==> config.mk <==
export PLATFORM = sky130hd
export DESIGN_NAME = reg_scoreboard
export DESIGN_NICKNAME = d
export VERILOG_FILES = /design/src/rtl/reg_scoreboard.sv
export SDC_FILE = /design/constraint.sdc
export NUM_CORES = 1
export LEC_CHECK = 0
export ABC_AREA = 1
export CAP_MARGIN = 20
export CORE_AREA = 5 5 175 93
export CTS_BUF_LIST = sky130_fd_sc_hd__clkbuf_4
export DETAILED_ROUTE_END_ITERATION = 7
export DIE_AREA = 0 0 180 98
export PLACE_DENSITY = 0.7
export SLEW_MARGIN = 20
export SYNTH_ARGS = -nofsm -noshare
export SYNTH_HDL_FRONTEND = slang
export SYNTH_SLANG_ARGS = --single-unit
==> constraint.sdc <==
create_clock -name clk -period 8.3 [get_ports clk]
set_input_delay 1.66 -clock clk [delete_from_list [all_inputs] [get_ports clk]]
set_output_delay 1.66 -clock clk [all_outputs]
set_load 0.02 [all_outputs]
==> src/rtl/reg_scoreboard.sv <==
// Register in-flight scoreboard: per-register pending-write counters, RAW/WAW-saturation
// stall generation, flush, and a RUN/DRAIN/IDLE halt drain sequence.

module reg_scoreboard_lane #(
  parameter int CNT_W = 2
) (
  input  logic             clk,
  input  logic             rst,
  input  logic             flush,
  input  logic             inc,
  input  logic             dec,
  output logic [CNT_W-1:0] cnt
);
  always_ff @(posedge clk or negedge rst) begin
    if (!rst)                cnt <= '0;
    else if (flush)          cnt <= '0;
    else if (inc && !dec)    cnt <= cnt + 1'b1;
    else if (dec && !inc)    cnt <= cnt - 1'b1;
  end
endmodule

module reg_scoreboard #(
  parameter int CNT_W = 2
) (
  input  logic             clk,
  input  logic             rst,
  input  logic             issue_valid,
  input  logic             issue_regWrite,
  input  logic [4:0]       issue_destReg,
  input  logic [4:0]       src1,
  input  logic [4:0]       src2,
  input  logic             wb_regWrite,
  input  logic [4:0]       wb_rd,
  input  logic             flush,
  input  logic             halt_req,
  output logic             stall,
  output logic [31:0]      busy_mask,
  output logic [CNT_W+4:0] inflight,
  output logic             drained,
  output logic             wb_err
);
  localparam int IW = CNT_W + 5;
  localparam logic [CNT_W-1:0] MAXC = {CNT_W{1'b1}};

  typedef enum logic [1:0] {RUN, DRAIN, IDLE} state_t;
  state_t state, state_nxt;

  logic [31:0][CNT_W-1:0] cnt;
  logic [31:0]            inc_v, dec_v;
  logic                   dest_nz, wb_nz, accept;
  logic                   do_inc, do_dec, wb_under;
  logic [IW-1:0]          inflight_nxt;
  logic                   drained_nxt;

  assign cnt[0] = '0;

  for (genvar r = 1; r < 32; r++) begin : g_lane
    reg_scoreboard_lane #(.CNT_W(CNT_W)) u_lane (
      .clk   (clk),
      .rst   (rst),
      .flush (flush),
      .inc   (inc_v[r]),
      .dec   (dec_v[r]),
      .cnt   (cnt[r])
    );
  end

  always_comb begin
    busy_mask = '0;
    for (int r = 1; r < 32; r++) busy_mask[r] = |cnt[r];
  end

  assign dest_nz = |issue_destReg;
  assign wb_nz   = |wb_rd;

  assign stall = issue_valid & (busy_mask[src1] | busy_mask[src2] |
                 (issue_regWrite & dest_nz & (cnt[issue_destReg] == MAXC)) |
                 (state != RUN));
  assign accept = issue_valid & ~stall;

  // A wb to an empty counter is an underflow: it never decrements, even if an
  // issue to the same register lands in that cycle, so that issue still counts.
  assign do_inc   = ~flush & accept & issue_regWrite & dest_nz;
  assign do_dec   = ~flush & wb_regWrite & wb_nz & (busy_mask[wb_rd]);
  assign wb_under = ~flush & wb_regWrite & wb_nz & ~busy_mask[wb_rd];

  assign inc_v = do_inc ? (32'd1 << issue_destReg) : 32'd0;
  assign dec_v = do_dec ? (32'd1 << wb_rd) : 32'd0;

  assign inflight_nxt = flush ? '0 : inflight + IW'(do_inc) - IW'(do_dec);

  always_ff @(posedge clk or negedge rst) begin
    if (!rst) begin
      inflight <= '0;
      wb_err   <= 1'b0;
    end else begin
      inflight <= inflight_nxt;
      if (wb_under) wb_err <= 1'b1;
    end
  end

  // FSM: state register
  always_ff @(posedge clk or negedge rst) begin
    if (!rst) state <= RUN;
    else      state <= state_nxt;
  end

  // FSM: next state; drain completion looks at the post-update count
  always_comb begin
    state_nxt = state;
    case (state)
      RUN:     if (halt_req) state_nxt = DRAIN;
      DRAIN:   if (inflight_nxt == '0) state_nxt = IDLE;
      IDLE:    state_nxt = IDLE;
      default: state_nxt = RUN;
    endcase
  end

  // FSM: outputs
  always_comb begin
    drained_nxt = (state_nxt == IDLE);
  end

  always_ff @(posedge clk or negedge rst) begin
    if (!rst) drained <= 1'b0;
    else      drained <= drained_nxt;
  end

endmodule

==> flow_summary.json <==
{
  "dieArea_um2": 17600,
  "place_hpwl_mm": 19.3,
  "holdCritStartpoint": "state[0]$_DFF_PN0_",
  "clk_latency_ns": 0.47,
  "cts_setup_buffers": 0,
  "vias_per_cell": 5.59,
  "yosys-top-cells-area": "dfrtp_1 26%, nand2_1 20%, nor2_1 9.7%, nand3_1 8.5%, inv_1 8.0%",
  "remaining_drc_errors": 0,
  "clock-sinks": 73,
  "busiest_layer": "met1",
  "gr-total-overflow": 0,
  "grt_pass1_vias": 7064,
  "synth_top_area_share": 0.258,
  "tritoncts": "done",
  "grt_max_degree": 84,
  "synthesis.nets": 1247,
  "setup_ws_ns": 1.70,
  "pre_cts_ws_ns": 1.61,
  "worstHoldPathType": "reg -> reg",
  "critPathArrivalTime_ns": 4.94,
  "r2r-start": "g_lane[15].u_lane.cnt[0]$_DFFE_PN0P_",
  "powerDensity_nw_per_um2": 144,
  "hold_end": "state[1]$_DFF_PN0_",
  "grt_setup_unrepaired": "no",
  "required_ns": 6.64,
  "fin_skew_ns": 0.0265,
  "critPathLaunchType": "primary input",
  "max_stage_delay_ns": 0.92,
  "design_area_um2": 7910,
  "max_cap_viol_count": 0,
  "critPathMaxFanout": 21,
  "cts_root_buffer": "clkbuf_4",
  "critical_path_class": "in -> out",
  "synth_compound_area_frac": 0.0848,
  "leakagePower_nw": 4.01,
  "syn_inst": 1212,
  "synth_seq_area_share": 0.258,
  "hold_viol_final": 0,
  "path_cells": "clkdlybuf4s50_1 > inv_2 > nor2_1 > nand2_1 > nand3_1 > nand3_1 > nand3_1 > nand2_1 > nand2_1 > nand3_4 > and2_4 > nor2_1 > clkdlybuf4s50_1",
  "coreArea_um2": 14800,
  "port_buffers": 67,
  "synthAdderAreaFrac": 0.0152,
  "synth_mux_area_frac": 0,
  "h-tree-depth": 3,
  "status": "completed",
  "synth_seq_cells": 73,
  "critPathTopFamily": "buffers and inverters",
  "placed_cell_area_um2": 7820,
  "synth_top_family_by_area": "simple AND/OR/NAND/NOR gates",
  "yosysTopAreaCell": "dfrtp_1",
  "slew_viol_final": 0,
  "firstDrtPassIters": 6,
  "tightest_slew_ns": 1.06,
  "first_iter_violations": 1168,
  "place.gp.congestion": 0.964,
  "synth.avg_cell_area_um2": 5.85,
  "antenna_found_initial": 0,
  "setup_violations": 0,
  "grt_use_met3": 0.108,
  "yosys.area_share.simple": 0.511,
  "fin_crit_ns": 6.60,
  "num_vias": 8151,
  "postRouteAntennaNets": 0,
  "max_freq_ghz": 0.151,
  "rows": 32,
  "slowest_stage": "clkdlybuf4s50_1",
  "io-pin-count": 69,
  "grt_pass1_wl_mm": 39.9,
  "yosysWarningCount": 0,
  "final_layout_size_suffix_gt1_frac": 0.0527,
  "grt_usage": 0.286,
  "area_growth_pct": 11.6,
  "wirelength_mm": 25.8,
  "holdWs_ns": 0.508,
  "fin_nets": 1285,
  "die_x_um": 180,
  "cts_buffer_depth": 2,
  "fin_setup_tns_ns": 0,
  "ys_types": 47,
  "use_met1": 0.459,
  "cp-end-kind": "primary output",
  "period_share": 0.796,
  "cts.hold.buffers_added": 0,
  "antenna_cells": 0,
  "max_slew_margin": 0.289,
  "irDropWorstVdd_uv": 85.8,
  "clk_pin_slew_ns": 0.12,
  "reg2reg_slack_ns": 3.23,
  "initial_core_util": 0.480,
  "crit_buf_inv": 3,
  "yosys.area_share.xor_xnor": 0.0111,
  "min_path_cells": 1,
  "cts_resized": 0,
  "wl_per_cell_um": 17.7,
  "grt_use_met2": 0.355,
  "synth_area_um2": 7090,
  "reg2reg_depth": 23,
  "r2r_end": "drained$_DFF_PN0_",
  "die_y_um": 98,
  "cts_buffers": 9
}
==> state kept, by name, summed over array words and instances (netlist names) <==
name,count
state,2
g_lane.u_lane.cnt,62
inflight,7
wb_err,1
drained,1
==> per-stage QoR <==
step,instances,utilization,total power [W]
6_report,1457,0.535,0.00114
5_1_grt,1457,0.535,0.00120
4_1_cts,1457,0.535,0.00112
3_5_place_dp,1443,0.529,0.000924
3_3_place_gp,1443,0.529,0.000921
2_1_floorplan,1212,-,0.000732
==> cells in the mapped netlist (all sizes together) <==
| library cell | instances |
|---|---|
| nand2 | 386 |
| clkbuf | 21 |
| o21a | 10 |
| and3 | 1 |
| nor4 | 2 |
| xor2 | 8 |
| nand3 | 138 |
| nor3 | 22 |
| dfrtp | 73 |
| or2 | 6 |
| conb | 1 |
| clkinv | 3 |
| a22oi | 1 |
| buf | 27 |
| ha | 7 |
| inv | 155 |
| xnor2 | 1 |
| fa | 1 |
| nand3b | 8 |
| o221ai | 1 |
| o21ai | 45 |
| a31oi | 1 |
| o2111ai | 5 |
| o211ai | 2 |
| a32oi | 1 |
| nand4 | 57 |
| a21o | 1 |
| nor2 | 188 |
| a41oi | 1 |
| a21oi | 38 |
| and2 | 1 |
==> final cells by class <==
class | count | area (um^2)
clock buffer | 9 | 67.6
clock inverter | 5 | 25.0
fill | 1519 | 6870
inverter | 158 | 593
multi-input combinational | 933 | 4410
sequential | 73 | 1830
tap | 204 | 255
timing repair buffer | 75 | 728
==> cells by family after synthesis <==
group	after synthesis
xor gates and xnor gates	9
adders and majority gates	8
other	1
DFF	73
and+or+nand+nor	809
AOI/OAI and AO/OA	106
buffers and inverters	206
==> layer usage <==
metal	up-vias	wire [um]
met5	-	0
met4	0	299
met3	35	3790
met2	513	9240
met1	3643	12500
li1	3960	-
==> layout by cell type (no fill, tap or decap), types with 6 or more instances in the layout <==
cell,count
a21oi_1,37
buf_4,9
clkbuf_4,9
clkdlybuf4s50_1,66
dfrtp_1,73
ha_1,7
inv_1,150
nand2_1,380
nand2_2,6
nand3_1,120
nand3_2,17
nand4_1,57
nor2_1,183
nor3_1,21
o21a_1,10
o21ai_0,25
o21ai_1,20
xor2_1,8
==> report_power, final <==
part           switching, W  total (W)  leakage, nW  internal [W]
Sequential        0.0000466   0.000437        0.948      0.000390
Combinational      0.000325   0.000497         3.01      0.000172
Clock              0.000147   0.000203       0.0525     0.0000554
Total              0.000519    0.00114         4.01      0.000617
==> how the worst max path moves through the flow <==
stage,from,endpoint,slack (ns),cells after the start
after global routing,issue_destReg[1],stall,1.54,13
after floorplan,src2[1],drained$_DFF_PN0_,2.84,32
after global placement,issue_destReg[1],drained$_DFF_PN0_,1.65,29
final,issue_destReg[1],stall,1.70,13
after detailed placement,issue_destReg[1],state[1]$_DFF_PN0_,1.61,29
after CTS,issue_destReg[1],stall,1.78,13
Note: power is estimated with default switching activity, not from simulation.
